==> config.mk <==
export PLATFORM = sky130hd
export DESIGN_NAME = uart_cmd_scheduler
export DESIGN_NICKNAME = d
export VERILOG_FILES = /design/src/rtl/uart_cmd_scheduler.sv
export SDC_FILE = /design/constraint.sdc
export NUM_CORES = 1
export LEC_CHECK = 0
export CORE_MARGIN = 10
export CORE_UTILIZATION = 52
export CTS_BUF_LIST = sky130_fd_sc_hd__clkbuf_4 sky130_fd_sc_hd__clkbuf_8 sky130_fd_sc_hd__clkbuf_16
export DETAILED_ROUTE_END_ITERATION = 12
export PLACE_DENSITY = 0.93
export RECOVER_POWER = 50
export SLEW_MARGIN = 10
export SYNTH_ARGS = -nofsm -noshare
export SYNTH_HDL_FRONTEND = slang
export SYNTH_SLANG_ARGS = --single-unit
==> constraint.sdc <==
create_clock -name clk -period 3.28 [get_ports clk]
set_clock_uncertainty 0.05 [all_clocks]
set_input_delay 0.656 -clock clk [delete_from_list [all_inputs] [get_ports clk]]
set_output_delay 0.656 -clock clk [all_outputs]
set_load 0.01 [all_outputs]
==> src/rtl/uart_cmd_scheduler.sv <==
// Two-requester command scheduler: grants round-robin, sends the granted byte through
// uart_tx, then waits for an acknowledge byte from uart_rx and retries on NAK or timeout.
module uart_cmd_scheduler #(
    parameter logic [7:0] ACK_BYTE       = 8'h6B,
    parameter int         TIMEOUT_CYCLES = 2400,
    parameter int         MAX_RETRIES    = 3
) (
    input  logic       clk,
    input  logic       reset,
    input  logic       req0,
    input  logic       req1,
    input  logic [7:0] cmd0,
    input  logic [7:0] cmd1,
    output logic       done0,
    output logic       done1,
    output logic       fail0,
    output logic       fail1,
    output logic       busy,
    output logic       start_tx,
    output logic [7:0] data_to_tx,
    input  logic       tx_busy,
    input  logic [7:0] data_received,
    input  logic       rx_done,
    input  logic       parity_error
);

    // The wait counter also times the TX_WAIT guard, so it needs at least 2 bits.
    localparam int CNT_W = ($clog2(TIMEOUT_CYCLES) < 2) ? 2 : $clog2(TIMEOUT_CYCLES);
    localparam int RTY_W = (MAX_RETRIES < 1) ? 1 : $clog2(MAX_RETRIES + 1);

    localparam logic [CNT_W-1:0] GUARD_LAST = CNT_W'(2);
    localparam logic [CNT_W-1:0] TMO_LAST   = CNT_W'(TIMEOUT_CYCLES - 1);
    localparam logic [RTY_W-1:0] RTY_LIMIT  = RTY_W'(MAX_RETRIES);

    typedef enum logic [2:0] {
        IDLE,
        SEND,
        TX_WAIT,
        ACK_WAIT,
        DONE,
        FAIL
    } state_t;

    state_t             state, state_nxt;
    logic [CNT_W-1:0]   wait_cnt, wait_cnt_nxt;
    logic [RTY_W-1:0]   retries, retries_nxt;
    logic               grant, grant_nxt;
    logic               prefer1, prefer1_nxt;
    logic [7:0]         data_nxt;
    logic               pick;
    logic               retry;

    always_ff @(posedge clk or negedge reset) begin
        if (!reset) begin
            state      <= IDLE;
            wait_cnt   <= '0;
            retries    <= '0;
            grant      <= 1'b0;
            prefer1    <= 1'b0;
            data_to_tx <= 8'h00;
        end else begin
            // NOTE: non-blocking, so every register sees the pre-edge value of the others.
            state      <= state_nxt;
            wait_cnt   <= wait_cnt_nxt;
            retries    <= retries_nxt;
            grant      <= grant_nxt;
            prefer1    <= prefer1_nxt;
            data_to_tx <= data_nxt;
        end
    end

    always_comb begin
        // NOTE: every output of this block gets a default first, so no path can infer a latch.
        state_nxt    = state;
        wait_cnt_nxt = wait_cnt;
        retries_nxt  = retries;
        grant_nxt    = grant;
        prefer1_nxt  = prefer1;
        data_nxt     = data_to_tx;
        start_tx     = 1'b0;
        done0        = 1'b0;
        done1        = 1'b0;
        fail0        = 1'b0;
        fail1        = 1'b0;
        busy         = (state != IDLE);
        retry        = 1'b0;
        pick         = (req0 && req1) ? prefer1 : req1;

        case (state)
            IDLE: begin
                if (req0 || req1) begin
                    grant_nxt   = pick;
                    prefer1_nxt = ~pick;
                    data_nxt    = pick ? cmd1 : cmd0;
                    retries_nxt = '0;
                    state_nxt   = SEND;
                end
            end
            SEND: begin
                start_tx     = 1'b1;
                wait_cnt_nxt = '0;
                state_nxt    = TX_WAIT;
            end
            TX_WAIT: begin
                // uart_tx needs a couple of cycles to raise tx_busy after start_tx.
                if (wait_cnt < GUARD_LAST) begin
                    wait_cnt_nxt = wait_cnt + CNT_W'(1);
                end else if (!tx_busy) begin
                    wait_cnt_nxt = '0;
                    state_nxt    = ACK_WAIT;
                end
            end
            ACK_WAIT: begin
                wait_cnt_nxt = wait_cnt + CNT_W'(1);
                if (rx_done) begin
                    if (data_received == ACK_BYTE && !parity_error) begin
                        state_nxt = DONE;
                    end else begin
                        retry = 1'b1;
                    end
                end else if (wait_cnt == TMO_LAST) begin
                    retry = 1'b1;
                end
                if (retry) begin
                    if (retries < RTY_LIMIT) begin
                        retries_nxt = retries + RTY_W'(1);
                        state_nxt   = SEND;
                    end else begin
                        state_nxt = FAIL;
                    end
                end
            end
            DONE: begin
                done0     = ~grant;
                done1     = grant;
                state_nxt = IDLE;
            end
            FAIL: begin
                fail0     = ~grant;
                fail1     = grant;
                state_nxt = IDLE;
            end
            default: state_nxt = IDLE;
        endcase
    end

endmodule

# [Word-level counts from Yosys, hierarchy flattened]
# Cells that the tools add are included.
[totals] register_bits=27 in_bits=31 out_inout_bits=14 elab_cells=65
[classes] addsub=2 magnitude_cmp=2 n_eq_ne=15 n_mux=26 bitwise_logic=2 reduce_logical=12
[ops] operator="12-bit one-hot mux with 3 select lines" count=1
[ops] operator="12-bit 2-to-1 mux" count=2
[ops] operator="3-bit 2-to-1 mux" count=7
[ops] operator="12-bit by 1-bit adder with 12-bit output (second input constant)" count=1
[ops] operator="12-bit == test (second input constant)" count=1
[ops] operator="12-bit by 2-bit less-than comparator with 1-bit output (second input constant)" count=1
[ops] operator="3-bit one-hot mux with 4 select lines" count=1
[ops] operator="1-bit 2-to-1 mux" count=10
[ops] operator="2-bit != test (second input constant)" count=5
[ops] operator="3-bit != test (second input constant)" count=3
[ops] operator="8-bit by 7-bit == test with 1-bit output (second input constant)" count=1
[ops] operator="8-bit 2-to-1 mux" count=1
[ops] operator="3-bit by 2-bit == test with 1-bit output (second input constant)" count=2
[ops] operator="3-bit == test (second input constant)" count=2
[ops] operator="2-bit 2-to-1 mux" count=3
[ops] operator="3-bit nonzero test" count=2
[ops] operator="5-bit AND reduction" count=1
[ops] operator="2-bit one-hot mux with 2 select lines" count=1
[ops] operator="2-bit AND reduction" count=2
[ops] operator="4-bit AND reduction" count=1
[ops] operator="3-bit by 1-bit == test with 1-bit output (second input constant)" count=1
[ops] operator="3-bit logical NOT" count=1
[ops] operator="2-bit by 1-bit adder with 2-bit output (second input constant)" count=1
[ops] operator="1-bit logical AND" count=2
[ops] operator="5 further kinds" count=6

# [Depth between registers and ports, before layout]
[depth] depth_word=7 depth_mapped=7 depth_no_buf=5

# [Worst setup path before layout]
# OpenSTA, ideal clock, no wires.
[synth_timing] path_kind="register to register" from="register state[2]" to="register data_to_tx[0]" setup_ns=0.118 arrival_ns=1.647 t_required_ns=3.112 path_slack_ns=1.465 stages_incl_launch_ff=8 path_buffers=3 period_less_slack_ns=1.815 cell_sequence="dfrtp_1 > buf_6 > or3_1 > buf_6 > or2_1 > buf_6 > a22o_1 > a21o_1"
[synth_via] elab_chain_cells=2
[synth_lines] element="from (decl)" line_no="44" source="state_t state, state_nxt;"
[synth_lines] element="from (signal assigned)" line_no="63" source="state <= state_nxt;"
[synth_lines] element="3-bit logical NOT" line_no="89" source="case (state)"
[synth_lines] element="2-bit AND reduction (no line)"
[synth_lines] element="to (signal assigned)" line_no="68" source="data_to_tx <= data_nxt;"
[synth_lines] element="to (decl)" line_no="20" source="output logic [7:0] data_to_tx,"
# Every way passes these cells.
# A chain may end at the register's enable or synchronous reset.

# [Worst setup path in the final report]
[layout_timing] from="register state[0]" to="output port busy"
[layout_via] elab_chain_cells=1
[layout_lines] element="3-bit nonzero test" line_no="85" source="busy = (state != IDLE);"
[layout_lines] element="to (decl)" line_no="18" source="output logic busy,"
# Every way passes these cells.

==> impl_metrics.yaml <==
critical_path:
  r2r_cells: 4
  critical_path_required_ns: 2.57
  reg2reg_slack_ns: 1.10
  r2r_end: "data_to_tx[4]$_DFFE_PN0P_"
  cp_slowest_stage_delay_ns: 0.55
  worst-path-max-fanout: 13
  cp_slowest_cell: "or3_1"
  cp-start-kind: "flop"
  cp_num_buf_inv: 1
  cp-endpoint: "busy"
  crit_chain: "or3_1 > clkdlybuf4s50_1"
  cp_top_family: "simple AND/OR/NAND/NOR gates"
  r2r-start: "state[0]$_DFFE_PN0P_"
  worst-setup-path-type: "reg -> out"
  critPathCaptureType: "output pin"
  cp.arrival_ns: 1.96
  cp-startpoint: "state[0]$_DFFE_PN0P_"
  path_depth: 2
finish:
  nNetsFinal: 257
  fill_cells: 258
  area_growth_pct: 28.4
  drive_above_1_share_pct: 3.59
  antennaDiodeCount: 0
synth:
  yosysTopAreaCell: "dfrtp_1"
  synthAdderAreaFrac_pct: 1.51
  synth_flop_cell: "dfrtp_1"
  synth-seq-area-share_pct: 40.9
  synth_top_area_share_pct: 40.9
  yosys-top-cells-count: "dfrtp_1, nand2_1, a21o_1, nor2_1, o21ai_0"
  syn_area_per_cell_um2: 9.03
  synth_edf_count: 0
  syn-num-nets: 216
  synth_cells: 183
  synthMuxAreaShare_pct: 0
  synth_compound_area_share_pct: 29.4
  ys.warnings.count: 0
  synth.distinct_cells: 46
  synth_seq_cells: 27
  synth_xor_area_share_pct: 0.530
  synth.most_common_cell: "dfrtp_1"
  synth_area_leaders: "dfrtp_1, a21o_1, a22o_1"
  syn_area_um2: 1650
  synth_top_family_by_area: "compound AO/OA/AOI/OAI gates"
  synthArstFlopShare_pct: 100
  yosys.area_share.simple_pct: 22.0
floorplan:
  start_util_pct: 54.1
  io-pin-count: 45
  fp-row-count: 20
  fp.dieArea_um2: 5830
  dieWidth_um: 76.4
  fp.coreArea_um2: 3050
  die_h_um: 76.4
drt:
  vias_per_cell: 5.91
  vias: 1579
  drt.antenna.violating_nets: 0
  firstDrtPassIters: 4
  wirelength_um: 4270
  drtIter0Drc: 116
  drc: 0
  wl_per_cell_um: 16.0
min_path:
  min_from: "grant$_DFFE_PN0P_"
  hold_class: "reg -> reg"
cts:
  clock-sinks: 27
  cts_tree: "done"
  holdBufCountCts: 0
  post_cts_resized: 0
  root_buffer: "clkbuf_4"
  clk_latency_ns: 0.33
  cts-buffers-inserted: 3
  clkTransAtPathRegs_ns: 0.14
  clk_path_buf_depth: 2
  postCtsSetupBuffers: 0
  h-tree-depth: 1
grt:
  grt_pass1_wl_um: 7320
  grt_max_degree: 28
  grt_pass1_vias: 1489
  track_usage_pct: 14.7
  antenna_found_initial: 0
  overflow: 0
sta:
  min_period_over_period_pct: 81.2
  slew_violations: 0
  fin_crit_ns: 2.66
  finalSetupTns_ns: 0
  hold_ws_ns: 0.459
  fmax_ghz: 0.375
  worst_pin_slew_ns: 1.42
  rsz0062_at_grt: "false"
  hold_viol_final: 0
  slew_headroom_pct: 5.29
  finalSetupViolCount: 0
power_and_ir_drop:
  p_leak_nw: 0.903
  powerDensity_nw_per_um2: 738
  peakVddDrop_mv: 0.376
placement:
  port_buffers: 44
  gp_congestion: 0.946
  dp_hpwl_um: 3240
outcome:
  status: "completed"
run:
  cap_violations: 0
[how the worst min path moves through the flow]
| stage | endpoint | slack (ns) | depth (start not counted) |
|---|---|---|---|
| finish | grant$_DFFE_PN0P_ | 0.46 | 1 |
| global route | grant$_DFFE_PN0P_ | 0.48 | 1 |
| CTS | grant$_DFFE_PN0P_ | 0.46 | 1 |
| detailed placement | grant$_DFFE_PN0P_ | 0.43 | 1 |
| global placement | grant$_DFFE_PN0P_ | 0.42 | 1 |
| floorplan | data_to_tx[0]$_DFFE_PN0P_ | 0.31 | 0 |
[cell type report]
cell class,instances,area (um^2),area share (%)
multi-input cells,138,880,41.5
flip-flops and latches,27,676,31.8
repair buffers,47,455,21.5
well taps,44,55.1,2.59
clock buffers,4,30.0,1.42
inverters,7,26.3,1.24
[cells in the final DEF (no fill, tap or decap), types with 4 or more instances in the layout]
cell type	netlist	layout
o21ai_0	12	12
nor3_1	6	7
nor2_1	12	12
inv_1	7	7
clkbuf_4	0	4
nand2_1	15	15
nand3_1	10	10
a22o_1	8	8
a21oi_1	6	6
clkdlybuf4s50_1	0	43
dfrtp_1	27	27
a21o_1	12	12
o211ai_1	4	4
o22ai_1	4	4
[sequential cells by signal (all words and copies together) (netlist names)]
| name | cells |
|---|---|
| grant | 1 |
| prefer1 | 1 |
| data_to_tx | 8 |
| wait_cnt | 12 |
| state | 3 |
| retries | 2 |
[through the flow]
stage	cells	setup slack, ns	total power, mW	instance area [um^2]	util [%]
floorplan	183	1.46	1.14	1650	-
global placement	263	1.03	1.40	2100	68.9
detailed placement	263	1.00	1.43	2100	68.9
CTS	267	0.609	1.58	2130	69.9
global route	267	0.548	1.69	2120	69.5
finish	267	0.616	1.57	2120	69.5
[metal layers]
layer / up-vias / track usage, % / wire length, um
met2: 57 / 24.3 / 2110
met1: 747 / 18.5 / 1880
met5: - / 0 / 0
met4: 0 / 5.95 / 71
met3: 5 / 2.59 / 212
li1: 770 / - / -
[cells by family after synthesis]
group           Yosys count
xor+xnor                  1
flops                    27
fa+ha+maj                 2
simple gates             69
buf+inv                  18
compound gates           66
[power by group]
| group | switching (mW) | internal, mW | leakage (nW) |
|---|---|---|---|
| Clock | 0.0999 | 0.0561 | 0.0184 |
| Sequential | 0.138 | 0.447 | 0.352 |
| Combinational | 0.428 | 0.398 | 0.533 |
| Total | 0.666 | 0.901 | 0.903 |
Note: power is estimated with default switching activity, not from simulation.
